$ cat src/rtl/lpc_frame_sequencer_pkg.sv
// Shared definitions for the LPC frame sequencer: state encoding, memory-owner
// code for the external port, and parameter defaults.
package lpc_frame_sequencer_pkg;

  typedef enum logic [2:0] {
    IDLE  = 3'd0,
    START = 3'd1,
    WAIT  = 3'd2,
    DONE  = 3'd3,
    ERR   = 3'd4
  } seqState_t;

  localparam logic [2:0] MEM_OWNER_EXT = 3'd4;

  localparam int DEFAULT_TIMEOUT_CYCLES = 4095;
  localparam int DEFAULT_NUM_STAGES     = 4;

endpackage

$ cat src/rtl/lpc_frame_sequencer_if.sv
// Control bus between the frame host / datapath blocks and the sequencer.
interface lpc_frame_sequencer_if
  import lpc_frame_sequencer_pkg::*;
  #(parameter int NUM_STAGES = DEFAULT_NUM_STAGES);

  logic                  frameStart;
  logic                  abort;
  logic [NUM_STAGES-1:0] stageEnable;
  logic [NUM_STAGES-1:0] stageDone;
  logic [NUM_STAGES-1:0] stageStart;
  logic [2:0]            memMuxSel;
  logic                  busy;
  logic                  done;
  logic                  error;
  logic [7:0]            frameCount;

  modport master (
    output frameStart, abort, stageEnable, stageDone,
    input  stageStart, memMuxSel, busy, done, error, frameCount
  );

  modport slave (
    input  frameStart, abort, stageEnable, stageDone,
    output stageStart, memMuxSel, busy, done, error, frameCount
  );

endinterface

$ cat src/rtl/lpc_frame_sequencer_stage_watchdog.sv
// Saturating per-stage watchdog. The expired flag means the count has reached
// the last cycle before the limit, so the cycle that reaches the limit faults.
module stage_watchdog
  import lpc_frame_sequencer_pkg::*;
  #(parameter int TIMEOUT_CYCLES = DEFAULT_TIMEOUT_CYCLES)
  (
    input  logic clk,
    input  logic reset,
    input  logic clear,
    input  logic enable,
    output logic expired
  );

  localparam int WIDTH = $clog2(TIMEOUT_CYCLES + 1);
  localparam logic [WIDTH-1:0] LIMIT = WIDTH'(TIMEOUT_CYCLES);
  localparam logic [WIDTH-1:0] LAST  = WIDTH'(TIMEOUT_CYCLES - 1);

  logic [WIDTH-1:0] count;

  // Counts enabled cycles and holds at the limit instead of wrapping.
  always_ff @(posedge clk) begin
    if (reset) begin
      count <= '0;
    end else if (clear) begin
      count <= '0;
    end else if (enable && (count != LIMIT)) begin
      count <= count + WIDTH'(1);
    end
  end

  assign expired = (count >= LAST);

endmodule

$ cat src/rtl/lpc_frame_sequencer.sv
// Sequences the enabled LPC analysis stages for one frame, with a per-stage
// watchdog, abort handling and a completed-frame counter.
module lpc_frame_sequencer
  import lpc_frame_sequencer_pkg::*;
  #(
    parameter int TIMEOUT_CYCLES = DEFAULT_TIMEOUT_CYCLES,
    parameter int NUM_STAGES     = DEFAULT_NUM_STAGES
  )
  (
    input logic                 clk,
    input logic                 reset,
    lpc_frame_sequencer_if.slave bus
  );

  seqState_t             state, nextState;
  logic [2:0]            stage, nextStage;
  logic [NUM_STAGES-1:0] maskQ, nextMask, stageOneHot;
  logic [3:0]            pick;
  logic                  wdClear, wdEnable, wdExpired;

  logic [NUM_STAGES-1:0] stageStartQ;
  logic [2:0]            memMuxSelQ;
  logic                  busyQ, doneQ, errorQ;
  logic [7:0]            frameCountQ;

  // Returns {found, index} of the lowest enabled stage at or above fromIdx.
  function automatic logic [3:0] firstEnabled(input logic [NUM_STAGES-1:0] mask,
                                              input logic [2:0] fromIdx);
    firstEnabled = '0;
    for (int i = NUM_STAGES - 1; i >= 0; i--) begin
      if (mask[i] && (i >= int'(fromIdx))) firstEnabled = {1'b1, 3'(i)};
    end
  endfunction

  assign stageOneHot = NUM_STAGES'(1) << stage;

  stage_watchdog #(.TIMEOUT_CYCLES(TIMEOUT_CYCLES)) watchdog (
    .clk     (clk),
    .reset   (reset),
    .clear   (wdClear),
    .enable  (wdEnable),
    .expired (wdExpired)
  );

  // Next-state logic; only the active stage's done bit is observed.
  always_comb begin
    nextState = state;
    nextStage = stage;
    nextMask  = maskQ;
    wdClear   = 1'b0;
    wdEnable  = 1'b0;
    pick      = '0;
    case (state)
      IDLE: begin
        if (bus.frameStart) begin
          nextMask = bus.stageEnable;
          pick     = firstEnabled(bus.stageEnable, 3'd0);
          if (pick[3]) begin
            nextStage = pick[2:0];
            nextState = START;
          end else begin
            nextState = DONE;
          end
        end
      end
      START: begin
        wdClear   = 1'b1;
        nextState = bus.abort ? IDLE : WAIT;
      end
      WAIT: begin
        if (bus.abort) begin
          nextState = IDLE;
        end else begin
          wdEnable = 1'b1;
          // A done arriving on the timeout cycle still advances the frame.
          if (|(bus.stageDone & stageOneHot)) begin
            pick = firstEnabled(maskQ, stage + 3'd1);
            if (pick[3]) begin
              nextStage = pick[2:0];
              nextState = START;
            end else begin
              nextState = DONE;
            end
          end else if (wdExpired) begin
            nextState = ERR;
          end
        end
      end
      DONE: nextState = IDLE;
      ERR:  if (bus.abort) nextState = IDLE;
      default: nextState = IDLE;
    endcase
  end

  // State and output registers; outputs follow the state being entered,
  // except done/frameCount which fire as DONE is left without an abort.
  always_ff @(posedge clk) begin
    if (reset) begin
      state       <= IDLE;
      stage       <= 3'd0;
      maskQ       <= '0;
      stageStartQ <= '0;
      memMuxSelQ  <= MEM_OWNER_EXT;
      busyQ       <= 1'b0;
      doneQ       <= 1'b0;
      errorQ      <= 1'b0;
      frameCountQ <= 8'd0;
    end else begin
      state       <= nextState;
      stage       <= nextStage;
      maskQ       <= nextMask;
      stageStartQ <= (nextState == START) ? (NUM_STAGES'(1) << nextStage) : '0;
      memMuxSelQ  <= ((nextState == START) || (nextState == WAIT)) ? nextStage : MEM_OWNER_EXT;
      busyQ       <= (nextState == START) || (nextState == WAIT) || (nextState == DONE);
      errorQ      <= (nextState == ERR);
      doneQ       <= (state == DONE) && !bus.abort;
      if ((state == DONE) && !bus.abort) frameCountQ <= frameCountQ + 8'd1;
    end
  end

  assign bus.stageStart = stageStartQ;
  assign bus.memMuxSel  = memMuxSelQ;
  assign bus.busy       = busyQ;
  assign bus.done       = doneQ;
  assign bus.error      = errorQ;
  assign bus.frameCount = frameCountQ;

endmodule
$ cat src/flat_wrapper.sv
// flat-port wrapper written by rule: the top's interface ports become plain ports
module lpc_frame_sequencer_flat import lpc_frame_sequencer_pkg::*;
#(
    parameter int TIMEOUT_CYCLES = DEFAULT_TIMEOUT_CYCLES,
    parameter int NUM_STAGES     = DEFAULT_NUM_STAGES
  )
  (clk, reset, bus_frameStart, bus_abort, bus_stageEnable, bus_stageDone, bus_stageStart, bus_memMuxSel, bus_busy, bus_done, bus_error, bus_frameCount);
  lpc_frame_sequencer_if #(.NUM_STAGES(NUM_STAGES)) bus_i ();
  input logic clk;
  input logic reset;
  input wire logic [$bits(bus_i.frameStart)-1:0] bus_frameStart;
  input wire logic [$bits(bus_i.abort)-1:0] bus_abort;
  input wire logic [$bits(bus_i.stageEnable)-1:0] bus_stageEnable;
  input wire logic [$bits(bus_i.stageDone)-1:0] bus_stageDone;
  output wire logic [$bits(bus_i.stageStart)-1:0] bus_stageStart;
  output wire logic [$bits(bus_i.memMuxSel)-1:0] bus_memMuxSel;
  output wire logic [$bits(bus_i.busy)-1:0] bus_busy;
  output wire logic [$bits(bus_i.done)-1:0] bus_done;
  output wire logic [$bits(bus_i.error)-1:0] bus_error;
  output wire logic [$bits(bus_i.frameCount)-1:0] bus_frameCount;
  assign bus_i.frameStart = bus_frameStart;
  assign bus_i.abort = bus_abort;
  assign bus_i.stageEnable = bus_stageEnable;
  assign bus_i.stageDone = bus_stageDone;
  assign bus_stageStart = bus_i.stageStart;
  assign bus_memMuxSel = bus_i.memMuxSel;
  assign bus_busy = bus_i.busy;
  assign bus_done = bus_i.done;
  assign bus_error = bus_i.error;
  assign bus_frameCount = bus_i.frameCount;
  lpc_frame_sequencer #(.TIMEOUT_CYCLES(TIMEOUT_CYCLES), .NUM_STAGES(NUM_STAGES)) u_core (.clk(clk), .reset(reset), .bus(bus_i));
endmodule
$ cat config.mk
export PLATFORM = sky130hd
export DESIGN_NAME = lpc_frame_sequencer_flat
export DESIGN_NICKNAME = d
export VERILOG_FILES = /design/src/rtl/lpc_frame_sequencer_pkg.sv /design/src/rtl/lpc_frame_sequencer_if.sv /design/src/rtl/lpc_frame_sequencer_stage_watchdog.sv /design/src/rtl/lpc_frame_sequencer.sv /design/src/flat_wrapper.sv
export SDC_FILE = /design/constraint.sdc
export NUM_CORES = 1
export LEC_CHECK = 0
export ABC_AREA = 1
export CORE_ASPECT_RATIO = 1.4
export CORE_MARGIN = 5
export CORE_UTILIZATION = 57
export DETAILED_ROUTE_END_ITERATION = 8
export PLACE_DENSITY_LB_ADDON = 0.08
export SETUP_SLACK_MARGIN = 0.05
export SYNTH_ARGS = -nofsm -noshare
export SYNTH_HDL_FRONTEND = slang
export SYNTH_SLANG_ARGS = --single-unit
$ cat constraint.sdc
create_clock -name clk -period 2.6 [get_ports clk]
set_input_delay 0.52 -clock clk [delete_from_list [all_inputs] [get_ports clk]]
set_output_delay 0.52 -clock clk [all_outputs]
set_load 0.05 [all_outputs]
==> qor.yml <==
run_status:
  outcome: "finished clean"
hold_path:
  min-delay-start: "u_core.watchdog.count[10]$_SDFFE_PP0P_"
  min_to: "u_core.watchdog.count[10]$_SDFFE_PP0P_"
  hold_class: "flip-flop to flip-flop"
  whs_path_depth: 2
layout:
  final_util_pct: 72.2
  final_cell_mix: "66 x nand2_1, 42 x inv_1, 40 x dfxtp_1"
  layout_commonest_cell: "nand2_1"
  nNetsFinal: 348
  regArea_um2: 801
  stdcell_area_um2: 2460
  antenna_cells: 0
  multi_input_area_um2: 1050
  n_fill_cell: 296
  areaGrowthSynthToFinish_pct: 21.9
  drive_gt1_share_pct: 6.71
setup_path:
  worst-r2r-cell-count: 15
  r2r_end: "u_core.bus.stageStart[2]$_SDFF_PP0_"
  r2r-start: "u_core.stage[0]$_SDFF_PP0_"
  worstPathArrival_ps: 2320
  worst-endpoint-required_ps: 2830
  rrSetupSlack_ps: 510
  path_class: "flip-flop to flip-flop"
  cp_max_fo: 6
  worstSetupEndpointType: "flip-flop"
  startpoint_type: "flip-flop"
routing:
  drt-pass1-iter-count: 4
  wl_per_cell_um: 11.5
  routed_wirelength_mm: 4.24
  vias: 1923
  viasPerCell: 5.23
  post-route-drc-count: 0
  first_iter_violations: 112
  final_antenna_net_count: 0
  wl_met1_mm: 1.78
  wl_met2_mm: 2.19
  routed.top_layer: "met4"
  wl_met3_um: 175
sta:
  hold_slack_ps: 450
  finalCritPeriodShare_pct: 80.5
  slew_violations: 0
  finalSetupTns_ps: 0
  setup_viol: 0
  max_slew_margin_pct: 65.8
  worstMarginPinSlew_ps: 511
  fin_skew_ps: 6.30
  fmax_mhz: 478
  rsz0062_at_grt: "false"
  hold_viol: 0
  layout_min_cycle_time_ps: 2090
global_routing:
  grt.total_usage_pct: 19.6
  grt_pass1_wl_mm: 7.38
  globalRouteOverflowTotal: 0
  antenna_found_initial: 0
  grt_pass1_vias: 1751
  grt_max_degree: 15
clock_network:
  cts_setup_buffers: 0
  ctsResizeCount: 0
  clock_latency_ps: 290
  clockBufferDepth: 2
  cts_htree_levels: 2
  numCtsBuffers: 5
  cts_sinks: 40
  cts_hold_buffers: 0
  clkTransAtPathRegs_ps: 80
  cts_root_buf: "clkbuf_8"
  cts_tree: "yes"
power:
  switchingPower_mw: 0.395
  ir_worst_vdd_uv: 482
  power_switching_share_pct: 29.5
  power_mw: 1.34
  comb_power_share_pct: 19.2
  p_int_mw: 0.943
  p_leak_nw: 1.06
  share_seq_of_total_power_pct: 49.0
  power_density_nw_per_um2: 543
  p_clk_share_pct: 31.8
synthesis:
  ys_ff_latch: 40
  syn-num-nets: 312
  yosysUniqueCellTypes: 28
  seq_area_frac_synth_pct: 39.6
  synthCells: 291
  synthesis.area_um2: 2020
  synth_warnings: 0
  syn_area_per_cell_um2: 6.94
floorplanning:
  initial_utilization_pct: 59.3
  rows: 25
  die-area_um2: 4850
  pin_count: 30
  die_x_um: 60.3
  core_area_um2: 3410
  die_y_um: 80.5
placed_design:
  placed_cell_area_um2: 2370
  gp_congestion: 0.881
  post-dp-hpwl_mm: 3.30
  port_buffers: 29
run:
  max_cap_viol_count: 0
## worst max-delay path: stages, from the launching register on
cell and delay, ps:
dfxtp_1 450, inv_1 170, ha_1 350, inv_1 60, nand2_1 40, nand2_1 60
nand2_1 70, nand2_1 80, inv_1 40, nand2_1 90, nand2_1 100, nand3_1 100
nand3_1 80, nand2_1 160, inv_1 80, nor2_1 90
## metal layers
layer	GRT usage (%)	vias to the layer above
li1	-	1002
met2	35.2	44
met4	6.65	0
met1	22.3	867
met5	0	-
met3	4.02	10
## kinds of logic after synthesis
logic type	synth area share, %
fa+ha+maj	5.57
simple gates	33.4
compound gates	12.0
xor+xnor	0.867
buf+inv	8.55
flops	39.6
## synthesized netlist by cell type (all sizes together)
master	n	share of area [%]
nand2	68	13
inv	44	8.2
dfxtp	40	40
nor2	40	8.7
a21oi	27	6.9
nand3	23	5.7
o21ai	18	4.5
ha	9	5.6
nor3	7	2.8
nand4	4	1.2
clkbuf	2	0.37
nor4	2	0.62
a31oi	1	0.31
and2	1	0.31
nor3b	1	0.62
o21bai	1	0.37
or2	1	0.31
xnor2	1	0.43
xor2	1	0.43
## area by class of cell
class,count,share of cell area (%)
Multi-Input combinational cell,205,42.5
Sequential cell,40,32.5
Timing Repair Buffer,31,12.4
Inverter,44,6.71
Clock buffer,7,3.51
Tap cell,40,2.03
Clock inverter,1,0.305
## power by group through the flow
stage | combinational (mW) | clock (mW) | sequential [mW]
2_1_floorplan | 0.136 | 0 | 0.708
3_3_place_gp | 0.253 | 0 | 0.670
3_5_place_dp | 0.254 | 0 | 0.670
4_1_cts | 0.255 | 0.435 | 0.656
5_1_grt | 0.287 | 0.464 | 0.660
6_report | 0.256 | 0.425 | 0.656
## sequential cells by signal (all words and copies together), names as in the netlist
register,flops
u_core.watchdog.count,12
u_core.bus.memMuxSel,3
u_core.bus.error,1
u_core.bus.stageStart,4
u_core.bus.busy,1
u_core.maskQ,4
u_core.state,3
u_core.bus.frameCount,8
u_core.bus.done,1
u_core.stage,3
## worst max-delay path by stage
stage | from | end | slack (ps) | cells after the start
CTS | u_core.stage[0]$_SDFF_PP0_ | u_core.bus.stageStart[2]$_SDFF_PP0_ | 520 | 15
floorplan | u_core.stage[0]$_SDFF_PP0_ | u_core.bus.stageStart[0]$_SDFF_PP0_ | 870 | 14
finish | u_core.stage[0]$_SDFF_PP0_ | u_core.bus.stageStart[2]$_SDFF_PP0_ | 510 | 15
global route | u_core.stage[0]$_SDFF_PP0_ | u_core.bus.stageStart[3]$_SDFF_PP0_ | 290 | 15
detailed placement | bus_abort | u_core.bus.frameCount[6]$_SDFFE_PP0P_ | 430 | 7
global placement | bus_abort | u_core.bus.frameCount[6]$_SDFFE_PP0P_ | 450 | 7
## through the flow
| step | setup slack [ps] | cells |
|---|---|---|
| final | 508 | 368 |
| after global routing | 291 | 368 |
| after CTS | 521 | 368 |
| after detailed placement | 429 | 360 |
| after global placement | 447 | 360 |
| after floorplan | 874 | 291 |
(Power assumes the default switching activity.)
